===== src/rtl/flash_arbiter_pkg.sv =====
// Shared types for the two-port flash read arbiter.
// Round-robin arbitration is enabled with `define FLASH_ARB_RR_EN.
package flash_arb_pkg;

  typedef enum logic [1:0] {
    IDLE,
    ISSUE,
    WAIT,
    DONE
  } arb_state_t;

  localparam int FLASH_LATENCY_DEFAULT = 11;

  function automatic logic [1:0] port_sel(input logic id);
    return id ? 2'b10 : 2'b01;
  endfunction

endpackage


===== src/rtl/flash_arbiter_if.sv =====
// Requester and flash-side signals of the flash arbiter.
// slave: the arbiter; master: requesters plus flash model.
interface flash_arbiter_if #(
  parameter int ADDR_W = 16,
  parameter int DATA_W = 16
);
  logic [1:0]        req;
  logic [ADDR_W-1:0] addr0;
  logic [ADDR_W-1:0] addr1;
  logic [1:0]        gnt;
  logic [1:0]        rdata_valid;
  logic [DATA_W-1:0] rdata;
  logic              busy;
  logic              flash_ready;
  logic [ADDR_W-1:0] flash_address;
  logic [DATA_W-1:0] flashData_out;

  modport slave (
    input  req, addr0, addr1, flashData_out,
    output gnt, rdata_valid, rdata, busy,
    output flash_ready, flash_address
  );

  modport master (
    output req, addr0, addr1, flashData_out,
    input  gnt, rdata_valid, rdata, busy,
    input  flash_ready, flash_address
  );
endinterface


===== src/rtl/flash_arbiter_flex_counter.sv =====
// Clearable up-counter; flags the cycle that reaches rollover_val.
// Returns to zero on that cycle, so it never holds a value past the flag.
module flex_counter #(
  parameter int NUM_CNT_BITS = 4
) (
  input  logic                    clk,
  input  logic                    n_rst,
  input  logic                    clear,
  input  logic                    count_enable,
  input  logic [NUM_CNT_BITS-1:0] rollover_val,
  output logic                    rollover_flag
);
  logic [NUM_CNT_BITS-1:0] count_q, count_d, inc;

  always_comb begin
    inc           = count_q + NUM_CNT_BITS'(1);
    rollover_flag = count_enable && !clear
                    && (inc == rollover_val);
    count_d       = count_q;
    if (clear)
      count_d = '0;
    else if (count_enable)
      count_d = rollover_flag ? '0 : inc;
  end

  always_ff @(posedge clk or negedge n_rst) begin
    if (!n_rst) count_q <= '0;
    else        count_q <= count_d;
  end
endmodule


===== src/rtl/flash_arbiter.sv =====
// Two-requester arbiter for the single fixed-latency flash read port.
// FLASH_ARB_RR_EN selects round-robin; default is port-0 priority.
module flash_arbiter
  import flash_arb_pkg::*;
#(
  parameter int LATENCY = FLASH_LATENCY_DEFAULT,
  parameter int ADDR_W  = 16,
  parameter int DATA_W  = 16
) (
  input logic             clk,
  input logic             n_rst,
  flash_arbiter_if.slave  bus
);
  localparam int CW = $clog2(LATENCY + 1);
  localparam logic [CW-1:0] ROLL = CW'(LATENCY);

  arb_state_t        state_q, state_d;
  logic              owner_q, owner_d, pick;
  logic [ADDR_W-1:0] addr_q, addr_d;
  logic [DATA_W-1:0] rdata_q, rdata_d;
  logic [1:0]        gnt_q, gnt_d;
  logic [1:0]        rv_q, rv_d;
  logic              ready_q, ready_d;
  logic              busy_q, busy_d;
  logic              done;
`ifdef FLASH_ARB_RR_EN
  logic              last_q, last_d;
`endif

  flex_counter #(
    .NUM_CNT_BITS (CW)
  ) u_wait_cnt (
    .clk           (clk),
    .n_rst         (n_rst),
    .clear         (state_q == ISSUE),
    .count_enable  (state_q == WAIT),
    .rollover_val  (ROLL),
    .rollover_flag (done)
  );

  always_comb begin
`ifdef FLASH_ARB_RR_EN
    if (&bus.req) pick = ~last_q;
    else          pick = ~bus.req[0];
`else
    pick = ~bus.req[0];
`endif
  end

  always_comb begin
    state_d = state_q;
    owner_d = owner_q;
    addr_d  = addr_q;
    rdata_d = rdata_q;
`ifdef FLASH_ARB_RR_EN
    last_d  = last_q;
`endif
    unique case (state_q)
      IDLE: begin
        if (|bus.req) begin
          owner_d = pick;
          addr_d  = pick ? bus.addr1 : bus.addr0;
          state_d = ISSUE;
        end
      end
      ISSUE: state_d = WAIT;
      WAIT: begin
        if (done) begin
          rdata_d = bus.flashData_out;
          state_d = DONE;
        end
      end
      DONE: begin
`ifdef FLASH_ARB_RR_EN
        last_d  = owner_q;
`endif
        state_d = IDLE;
      end
      default: state_d = IDLE;
    endcase
    // Outputs are decoded from the next state so they register cleanly.
    gnt_d   = (state_d == ISSUE) ? port_sel(owner_d) : 2'b00;
    rv_d    = (state_d == DONE)  ? port_sel(owner_d) : 2'b00;
    ready_d = (state_d == ISSUE);
    busy_d  = (state_d != IDLE);
  end

  always_ff @(posedge clk or negedge n_rst) begin
    if (!n_rst) begin
      state_q <= IDLE;
      owner_q <= 1'b0;
      addr_q  <= '0;
      rdata_q <= '0;
      gnt_q   <= 2'b00;
      rv_q    <= 2'b00;
      ready_q <= 1'b0;
      busy_q  <= 1'b0;
`ifdef FLASH_ARB_RR_EN
      last_q  <= 1'b1;
`endif
    end else begin
      state_q <= state_d;
      owner_q <= owner_d;
      addr_q  <= addr_d;
      rdata_q <= rdata_d;
      gnt_q   <= gnt_d;
      rv_q    <= rv_d;
      ready_q <= ready_d;
      busy_q  <= busy_d;
`ifdef FLASH_ARB_RR_EN
      last_q  <= last_d;
`endif
    end
  end

  assign bus.gnt           = gnt_q;
  assign bus.rdata_valid   = rv_q;
  assign bus.rdata         = rdata_q;
  assign bus.busy          = busy_q;
  assign bus.flash_ready   = ready_q;
  assign bus.flash_address = addr_q;
endmodule


===== src/flat_wrapper.sv =====
// flat-port wrapper written by rule: the top's interface ports become plain ports
module flash_arbiter_flat import flash_arb_pkg::*;
#(
  parameter int LATENCY = FLASH_LATENCY_DEFAULT,
  parameter int ADDR_W  = 16,
  parameter int DATA_W  = 16
)
  (clk, n_rst, bus_req, bus_addr0, bus_addr1, bus_flashData_out, bus_gnt, bus_rdata_valid, bus_rdata, bus_busy, bus_flash_ready, bus_flash_address);
  flash_arbiter_if #(.ADDR_W(ADDR_W), .DATA_W(DATA_W)) bus_i ();
  input logic clk;
  input logic n_rst;
  input wire logic [$bits(bus_i.req)-1:0] bus_req;
  input wire logic [$bits(bus_i.addr0)-1:0] bus_addr0;
  input wire logic [$bits(bus_i.addr1)-1:0] bus_addr1;
  input wire logic [$bits(bus_i.flashData_out)-1:0] bus_flashData_out;
  output wire logic [$bits(bus_i.gnt)-1:0] bus_gnt;
  output wire logic [$bits(bus_i.rdata_valid)-1:0] bus_rdata_valid;
  output wire logic [$bits(bus_i.rdata)-1:0] bus_rdata;
  output wire logic [$bits(bus_i.busy)-1:0] bus_busy;
  output wire logic [$bits(bus_i.flash_ready)-1:0] bus_flash_ready;
  output wire logic [$bits(bus_i.flash_address)-1:0] bus_flash_address;
  assign bus_i.req = bus_req;
  assign bus_i.addr0 = bus_addr0;
  assign bus_i.addr1 = bus_addr1;
  assign bus_i.flashData_out = bus_flashData_out;
  assign bus_gnt = bus_i.gnt;
  assign bus_rdata_valid = bus_i.rdata_valid;
  assign bus_rdata = bus_i.rdata;
  assign bus_busy = bus_i.busy;
  assign bus_flash_ready = bus_i.flash_ready;
  assign bus_flash_address = bus_i.flash_address;
  flash_arbiter #(.LATENCY(LATENCY), .ADDR_W(ADDR_W), .DATA_W(DATA_W)) u_core (.clk(clk), .n_rst(n_rst), .bus(bus_i));
endmodule

===== config.mk =====
export PLATFORM = sky130hd
export DESIGN_NAME = flash_arbiter_flat
export DESIGN_NICKNAME = d
export VERILOG_FILES = /design/src/rtl/flash_arbiter_pkg.sv /design/src/rtl/flash_arbiter_if.sv /design/src/rtl/flash_arbiter_flex_counter.sv /design/src/rtl/flash_arbiter.sv /design/src/flat_wrapper.sv
export SDC_FILE = /design/constraint.sdc
export NUM_CORES = 1
export LEC_CHECK = 0
export BUFFER_PORTS_ARGS = -buffer_cell sky130_fd_sc_hd__buf_2
export CORE_MARGIN = 5
export CORE_UTILIZATION = 50
export CTS_BUF_LIST = sky130_fd_sc_hd__clkbuf_8
export DETAILED_ROUTE_END_ITERATION = 7
export GPL_ROUTABILITY_DRIVEN = 0
export HOLD_SLACK_MARGIN = 0.1
export PLACE_DENSITY = 0.84
export SLEW_MARGIN = 20
export SYNTH_ARGS = -nofsm -noshare
export SYNTH_HDL_FRONTEND = slang
export SYNTH_SLANG_ARGS = --single-unit

===== constraint.sdc =====
create_clock -name clk -period 2.9 [get_ports clk]
set_input_delay 0.145 -clock clk [delete_from_list [all_inputs] [get_ports clk]]
set_output_delay 0.145 -clock clk [all_outputs]
set_load 0.005 [all_outputs]

After elaboration in Yosys (flattened, before gate mapping)
Cells that the tools add are included.
{"block": "word_totals", "ff_bits": 45, "latchBits": 0, "ramBits": 0, "romBits": 0, "in_bits": 52, "out_inout_bits": 38, "elab_cells": 38, "n_memories": 0}
{"block": "classes", "add_sub_neg": 1, "n_mul": 0, "n_div": 0, "magnitude_cmp": 0, "n_eq_ne": 6, "n_shift": 0, "mux": 12, "bitwise": 1, "n_reduce_logical": 9}
{"operator": "two-way mux 16 bit", "count": 1}
{"operator": "two-way mux 4 bit", "count": 3}
{"operator": "two-way mux 2 bit", "count": 5}
{"operator": "one-hot mux 2 bit (4 select lines)", "count": 1}
{"operator": "equality test 2 bit, second input constant", "count": 3}
{"operator": "adder 4 x 1 -> 4 bit, second input constant", "count": 1}
{"operator": "equality test 2 x 1 -> 1 bit, second input constant", "count": 2}
{"operator": "equality test 4 bit, second input constant", "count": 1}
{"operator": "AND reduction 2 bit", "count": 2}
{"operator": "nonzero test 2 bit", "count": 2}
{"operator": "logical AND 1 bit", "count": 2}
{"operator": "zero test 2 bit", "count": 1}
{"operator": "two-way mux 1 bit", "count": 2}
{"operator": "OR reduction 2 bit", "count": 1}
{"operator": "zero test 1 bit", "count": 1}
{"operator": "inverter 1 bit", "count": 1}

Logic depth before layout (Yosys ltp)
Gate-level depths: netlist of the first run.
{"block": "logic_depth", "ltp_word": 8, "depth_mapped": 7, "ltp_nobuf": 6}

Hierarchy
From an unflattened synthesis of the first run, not the netlist that was laid out.
{"block": "unflattened", "cells_unflattened": 164, "hier_area_um2": 1981.9}
{"mod": "flash_arbiter", "instances": 1, "cells_per_inst": 135, "area_each_um2": 1697.9, "seq_area_each_um2": 1026.0}
{"mod": "flex_counter", "instances": 1, "cells_per_inst": 29, "area_each_um2": 284.0, "seq_area_each_um2": 100.1}

Worst setup path after synthesis of the first run
OpenSTA, ideal clock, no wires.
{"block": "synth_timing", "path_type": "reg-to-reg", "start": "register u_core.u_wait_cnt.count_q[0]", "end": "register u_core.rdata_q[10], in the netlist u_core.bus.rdata[10]", "t_arrival_ns": 1.652, "slack_ns": 1.123, "path_stages_with_launch": 8, "n_path_buf": 2, "synth_period_minus_slack_ns": 1.777, "cell_sequence": "dfrtp_1 -> ha_1 -> xnor2_1 -> and3_4 -> and2_4 -> buf_6 -> buf_12 -> mux2_4"}
{"block": "synth_between", "elab_chain_cells": 4}
{"item": "start, declared", "line_no": "flash_arbiter_flex_counter.sv:13", "rtl": "logic [NUM_CNT_BITS-1:0] count_q, count_d, inc;"}
{"item": "start signal, assigned", "line_no": "flash_arbiter_flex_counter.sv:28", "rtl": "else count_q <= count_d;"}
{"item": "adder 4 x 1 -> 4 bit", "line_no": "flash_arbiter_flex_counter.sv:16", "rtl": "inc = count_q + NUM_CNT_BITS'(1);"}
{"item": "equality test 4 bit", "line_no": "flash_arbiter_flex_counter.sv:18", "rtl": "&& (inc == rollover_val);"}
{"item": "logical AND 1 bit", "line_no": "flash_arbiter_flex_counter.sv:18"}
{"item": "AND reduction 2 bit (no line)"}
{"item": "end signal, assigned", "line_no": "flash_arbiter.sv:105", "rtl": "rdata_q <= rdata_d;"}
{"item": "end, declared", "line_no": "flash_arbiter.sv:20", "rtl": "logic [DATA_W-1:0] rdata_q, rdata_d;"}
No other way between the ends.
A chain may end at the register's enable or synchronous reset.

Worst setup path after layout of the first run
{"block": "layout_timing", "start": "register u_core.u_wait_cnt.count_q[0]", "end": "register u_core.rdata_q[4], in the netlist u_core.bus.rdata[4]"}
Same word-level chain as after synthesis.

==> reports/results.ini, run 1 <==
[timing]
max_freq_mhz = 539
finalClockSkew_ns = 0.00590
min_period_ns = 1.85
drv_slew = 0
rsz0062_at_grt = no
tns_ns = 0
fin_crit_sh = 0.640
maxSlewHeadroom = 0.335
finalSetupViolCount = 0
worst_slew_pin_slew_ns = 0.997
hold_viol_final = 0

[logic_synthesis]
synth_seq_area_share = 0.562
synthCells = 156
async_flop_share = 1.00
syn_area_per_cell_sq_um = 12.8
synth_seq_cells = 45
synth_cell_type_count = 31
synth_edf_count = 0
synthesis.nets = 214
yosysWarnings = 0
synthFlopType = dfrtp_1
yosys-top-cells-count = dfrtp_1 (45), o21ai_0 (18), nand2_1 (17)
synth_area_sq_um = 2000
synth_area_leaders = dfrtp_1 (56%), mux2i_1 (8.0%), mux2_4 (6.8%)
netlist.area_leader.share = 0.562
synth_area_leader_cell = dfrtp_1
yosysMostFrequentCell = dfrtp_1

[floorplan]
die_y_microns = 73.3
start_util = 0.508
top_level_ports = 90
std_cell_rows = 23
core_area_sq_um = 3940
dieArea_sq_um = 5370
die_w_microns = 73.3

[routing]
postRouteWirelength_mm = 4.36
vias_per_cell = 4.94
drt_pre_antenna_iters = 4
vias = 1530
wl_per_cell_microns = 14.1
drc = 0
ant_nets = 0
drt-initial-drc-count = 101

[worst_setup_path]
worstPathRequired_ns = 3.07
crit_type = reg -> reg
cp_top_family = simple AND/OR/NAND/NOR gates
path_cells = ha_1 -> xnor2_1 -> and3_4 -> and2_4 -> mux2_2
crit_fanout = 17
cp_num_cells = 5
ff2ff_setup_slack_ns = 1.05
end_kind = register
ff2ff_path_depth = 5
cpPeakStageDelay_ns = 0.41
arrival_ns = 2.02
path_buf_inv = 0
start_kind = register
crit_slowest_cell = dfrtp_1

[power_and_ir_drop]
ir_drop_v = 0.000465
p_per_area_nw_per_um2 = 933
p_leak_nw = 1.41

[min_path]
hold_path.class = in -> reg
whs_path_depth = 2

[global_routing]
antenna_found_initial = 0
grt_first_pass_wirelength_mm = 6.84
first_global_vias = 1509
gr-total-overflow = 0
grt_start_max_net_pins = 46
grt_use_total = 0.168

[run]
cap_violations = 0

[cts]
post_cts_buffers = 0
numCtsBuffers = 5
path_clk_slew_ns = 0.07
tritoncts = yes
clk-insertion-delay-late_ns = 0.29
root_buffer = clkbuf_8
hold_buffers = 15
cts_resized = 0
clk_path_buf_depth = 2
cts_sinks = 45
cts_max_level = 2

[cells_and_area]
drive_above_1_share = 0.454
nets = 318
area_growth_syn_to_layout_pct = 35.0
diodes = 0
final_cell_area_sq_um = 2700

[outcome]
status = completed

[placed_design]
io_buffer_count = 89
hpwl_mm = 3.09
placed_area_sq_um = 2460

## logic make-up after synthesis
logic type / Yosys count / synth area share
DFF: 45 / 0.562
muxes: 32 / 0.187
and+or+nand+nor: 30 / 0.0769
AOI/OAI and AO/OA: 27 / 0.0838
buffers and inverters: 14 / 0.0400
adders and majority gates: 6 / 0.0375
xor gates and xnor gates: 2 / 0.0125
## layout make-up
| type | count | area [sq um] |
|---|---|---|
| Clock buffer | 6 | 82.6 |
| Clock inverter | 1 | 3.75 |
| Fill cell | 285 | 1240 |
| Inverter | 6 | 22.5 |
| Multi-Input combinational cell | 97 | 800 |
| Sequential cell | 45 | 1130 |
| Tap cell | 50 | 62.6 |
| Timing Repair Buffer | 105 | 606 |
## metal layers
metal  wire (microns)  global-route usage
met4               53              0.0492
met5                0                   0
met3              483              0.0547
met2             2050               0.269
met1             1770               0.217
## stage by stage
step / util / worst slack (ns) / hold WS (ns) / total power [mW] / instances
2_1_floorplan: - / 1.12 / -0.151 / 1.72 / 156
6_report: 0.685 / 1.05 / 0.125 / 2.52 / 310
5_1_grt: 0.685 / 0.951 / 0.114 / 2.74 / 310
3_5_place_dp: 0.623 / 1.05 / 0.347 / 2.15 / 287
3_3_place_gp: 0.623 / 1.08 / 0.338 / 2.10 / 287
4_1_cts: 0.683 / 1.04 / 0.101 / 2.54 / 309
## power breakdown
part | total [mW] | switching, mW | leakage (nW) | internal [mW]
sequential | 1.10 | 0.168 | 0.547 | 0.932
clock | 0.370 | 0.185 | 0.0485 | 0.185
combinational | 1.05 | 0.515 | 0.813 | 0.537
total | 2.52 | 0.868 | 1.41 | 1.65
## state kept, by name, indices dropped and copies added (netlist names)
signal                     cells
u_core.bus.rdata_valid         2
u_core.state_q                 2
u_core.bus.rdata              16
u_core.u_wait_cnt.count_q      4
u_core.bus.busy                1
u_core.bus.flash_address      16
u_core.owner_q                 1
u_core.bus.gnt                 2
u_core.bus.flash_ready         1
## final timing paths
| path | endpoint | from |
|---|---|---|
| setup reg to reg | u_core.bus.rdata[4]$_DFFE_PN0P_ | u_core.u_wait_cnt.count_q[0]$_DFFE_PN0P_ |
| max in group asynchronous | u_core.bus.rdata[3]$_DFFE_PN0P_ | n_rst |
| hold reg to reg | u_core.bus.flash_address[15]$_DFFE_PN0P_ | u_core.bus.flash_address[15]$_DFFE_PN0P_ |
| hold / removal | u_core.bus.rdata[4]$_DFFE_PN0P_ | bus_flashData_out[4] |
| setup / recovery | u_core.bus.rdata[4]$_DFFE_PN0P_ | u_core.u_wait_cnt.count_q[0]$_DFFE_PN0P_ |
| min in group asynchronous | u_core.bus.rdata[12]$_DFFE_PN0P_ | n_rst |
## placed cells by master, fill, tap and decap left out, types with 2 or more instances in the layout
cell type / netlist / final
buf_2: 3 / 89
dfrtp_1: 45 / 45
nand2_1: 17 / 17
o21ai_0: 18 / 17
mux2i_1: 16 / 16
dlygate4sd3_1: 0 / 16
mux2_4: 9 / 9
inv_1: 6 / 7
mux2_2: 7 / 7
ha_1: 6 / 6
clkbuf_8: 0 / 6
nand3_1: 2 / 2
nor2_1: 2 / 2
a21oi_1: 2 / 2
nor4_1: 2 / 2
nor3_1: 2 / 2
No activity file was read; power rests on OpenSTA's default activity.
==> run 2: changes to the inputs <==
ABC_AREA = 1   (was unset)
CORE_UTILIZATION = 49   (was 50)
PLACE_DENSITY = 0.82   (was 0.84)
clock period = 1.8 ns   (was 2.9 ns; I/O delays follow)
==> run 2 against run 1 <==
Die area up 3.6%. Non-clock buffer count is 12 higher. Clock power grew 55%. Critical path type unchanged. Largest power group is now combinational logic. Combinational power grew 67%. Worst setup slack got worse by 0.76 ns. Design area is 5.4% higher. Count of clock-buffer cells in the layout decreased by 1. Largest cell class unchanged. Sequential cell count is the same.
==> reports/results.ini, run 2 <==
[floorplan]
die_y_microns = 74.6  ; +1.8%
core_area_sq_um = 4030  ; +2.2%
std_cell_rows = 23  ; unchanged
top_level_ports = 90  ; unchanged
start_util = 0.507  ; -0.000632
die_w_microns = 74.6  ; +1.8%
dieArea_sq_um = 5560  ; +3.6%

[logic_synthesis]
yosys-top-cells-count = nand2_1 (61), dfrtp_1 (45), inv_1 (26)
synth_area_sq_um = 2040  ; +2.1%
synth_seq_area_share = 0.551  ; -0.0114
synth_edf_count = 0  ; unchanged
synthCells = 236  ; +51%
synthFlopType = dfrtp_1
synth_seq_cells = 45  ; unchanged
syn_area_per_cell_sq_um = 8.66  ; -33%
async_flop_share = 1.00  ; unchanged
synthesis.nets = 294  ; +37%
synth_cell_type_count = 21  ; -32%
yosysWarnings = 0  ; unchanged
netlist.area_leader.share = 0.551  ; -0.0114
yosysMostFrequentCell = nand2_1
synth_area_leaders = dfrtp_1 (55%), nand2_1 (11%), inv_1 (4.8%)
synth_area_leader_cell = dfrtp_1

[cts]
cts_sinks = 45  ; unchanged
root_buffer = clkbuf_8
numCtsBuffers = 5  ; unchanged
tritoncts = yes
cts_max_level = 2  ; unchanged
cts_resized = 0  ; unchanged
clk-insertion-delay-late_ns = 0.29  ; about the same
clk_path_buf_depth = 2  ; unchanged
path_clk_slew_ns = 0.07  ; about the same

[timing]
maxSlewHeadroom = 0.680  ; +0.345
tns_ns = 0  ; unchanged
min_period_ns = 1.52  ; -0.336 ns
rsz0062_at_grt = no
worst_slew_pin_slew_ns = 0.481  ; -0.517 ns
drv_slew = 0  ; unchanged
max_freq_mhz = 658  ; +22%
hold_viol_final = 0  ; unchanged
finalClockSkew_ns = 0.00895  ; +0.00305 ns
finalSetupViolCount = 0  ; unchanged
fin_crit_sh = 0.844  ; +0.204

[worst_setup_path]
crit_fanout = 18  ; +1
start_kind = register
cp_num_cells = 8  ; +3
path_buf_inv = 1  ; +1
crit_type = reg -> reg
end_kind = register
ff2ff_path_depth = 8  ; +3
crit_slowest_cell = dfrtp_1
arrival_ns = 1.72  ; -0.30 ns
worstPathRequired_ns = 2.00  ; -1.07 ns
cpPeakStageDelay_ns = 0.45  ; +0.04 ns
cp_top_family = simple AND/OR/NAND/NOR gates
path_cells = ha_1 -> inv_1 -> nand2_1 -> nand2_4 -> nor2_8 -> nand2_4 -> nand2_1 -> o21ai_0

[global_routing]
grt_start_max_net_pins = 35  ; -24%
antenna_found_initial = 0  ; unchanged
gr-total-overflow = 0  ; unchanged
grt_first_pass_wirelength_mm = 8.49  ; +24%
grt_use_total = 0.199  ; +0.0313
first_global_vias = 1945  ; +29%

[routing]
ant_nets = 0  ; unchanged
drc = 0  ; unchanged
vias = 1916  ; +25%
vias_per_cell = 4.78  ; -3.2%
wl_per_cell_microns = 12.9  ; -8.3%
drt-initial-drc-count = 79  ; -22%
drt_pre_antenna_iters = 4  ; unchanged
postRouteWirelength_mm = 5.17  ; +19%

[run]
cap_violations = 0  ; unchanged

[cells_and_area]
seqCellArea_sq_um = 1130  ; unchanged
final_cell_mix = buf_2 (89), nand2_1 (61), dfrtp_1 (45)
drive_above_1_share = 0.311  ; -0.143
fillers = 307  ; +7.7%
area_growth_syn_to_layout_pct = 39.4
diodes = 0  ; unchanged
fin_cells = 401  ; +29%
nets = 408  ; +28%
mostFrequentLayoutCell = buf_2
multi_input_area_sq_um = 761  ; -4.9%

[power_and_ir_drop]
ir_drop_v = 0.000832  ; +79%
p_per_area_nw_per_um2 = 1420  ; +53%
p_leak_nw = 1.51  ; +7.4%

[outcome]
status = completed

[min_path]
hold_path.class = in -> reg
whs_path_depth = 3  ; +1

[placed_design]
hpwl_mm = 3.53  ; +14%
io_buffer_count = 89  ; unchanged
dpl.cell_count = 369  ; +29%

## run 2: cell types whose count changed in the layout (fill, tap and decap cells not counted), moves of 4 or more
cell,change
mux2i_1,-16
a21oi_1,+15
dlygate4sd3_1,+8
nand3_1,+16
nor2_1,+20
buf_4,+4
mux2_4,-9
inv_1,+20
nand2_1,+44
mux2_2,-7
## run 2: cell families (layout without fill, tap and decap cells)
group	count (synthesis)	count (layout)	synth area share
simple gates	110	110	0.242
flops	45	45	0.551
fa+ha+maj	6	6	0.0367
compound gates	38	38	0.0937
buf+inv	37	152	0.0765
## run 2: routing by layer
layer  GRT usage  vias up  part of all wire  routed length, microns
met4      0.0632        0            0.0077                      40
met5           0        -                 0                       0
met1       0.228      865              0.40                    2070
met2       0.355       81              0.48                    2490
met3      0.0595        4              0.11                     562
li1            -      966                 -                       -
## run 2: area by class of cell
type                            instances  share of cell area
Clock buffer                            5              0.0242
Tap cell                               50              0.0220
Multi-Input combinational cell        154               0.267
Timing Repair Buffer                  117               0.251
Inverter                               27              0.0356
Clock inverter                          3             0.00483
Sequential cell                        45               0.395
## run 2: power breakdown
group	internal, mW	switching [mW]
sequential	1.49	0.245
clock	0.263	0.309
combinational	0.737	1.01
## run 2: path summary, 6_finish.rpt
path                                                               start                                       end  slack (ns)
worst min register to register           u_core.bus.rdata[7]$_DFFE_PN0P_           u_core.bus.rdata[7]$_DFFE_PN0P_        0.47
max in group asynchronous                                          n_rst           u_core.bus.rdata[3]$_DFFE_PN0P_        0.82
worst min-delay path                                       bus_addr1[15]  u_core.bus.flash_address[15]$_DFFE_PN0P_        0.11
min in group asynchronous                                          n_rst           u_core.bus.rdata[8]$_DFFE_PN0P_        0.29
worst max register to register  u_core.u_wait_cnt.count_q[0]$_DFFE_PN0P_  u_core.u_wait_cnt.count_q[0]$_DFFE_PN0P_        0.28
worst max-delay path            u_core.u_wait_cnt.count_q[0]$_DFFE_PN0P_  u_core.u_wait_cnt.count_q[0]$_DFFE_PN0P_        0.28
## run 2: tightest hold or removal path: stages
cell and delay, ns:
buf_2 0.07, o21ai_0 0.07, a21oi_1 0.13
## run 2: metrics by stage
step | hold WS [ns] | instance area (sq um) | setup WS (ns) | utilization | power, mW
5_1_grt | 0.120 | 2850 | 0.105 | 0.707 | 4.44
6_report | 0.115 | 2850 | 0.281 | 0.707 | 4.06
2_1_floorplan | -0.206 | 2040 | 0.405 | - | 2.74
4_1_cts | 0.111 | 2850 | 0.263 | 0.707 | 4.10
3_5_place_dp | 0.0767 | 2530 | 0.291 | 0.627 | 3.47
3_3_place_gp | 0.0742 | 2530 | 0.352 | 0.627 | 3.38
## run 2: what timing repair did
item,4_1_cts,5_1_grt
setup buffers,0,0
hold buffers,24,0
endpoints found under the hold margin,44,0
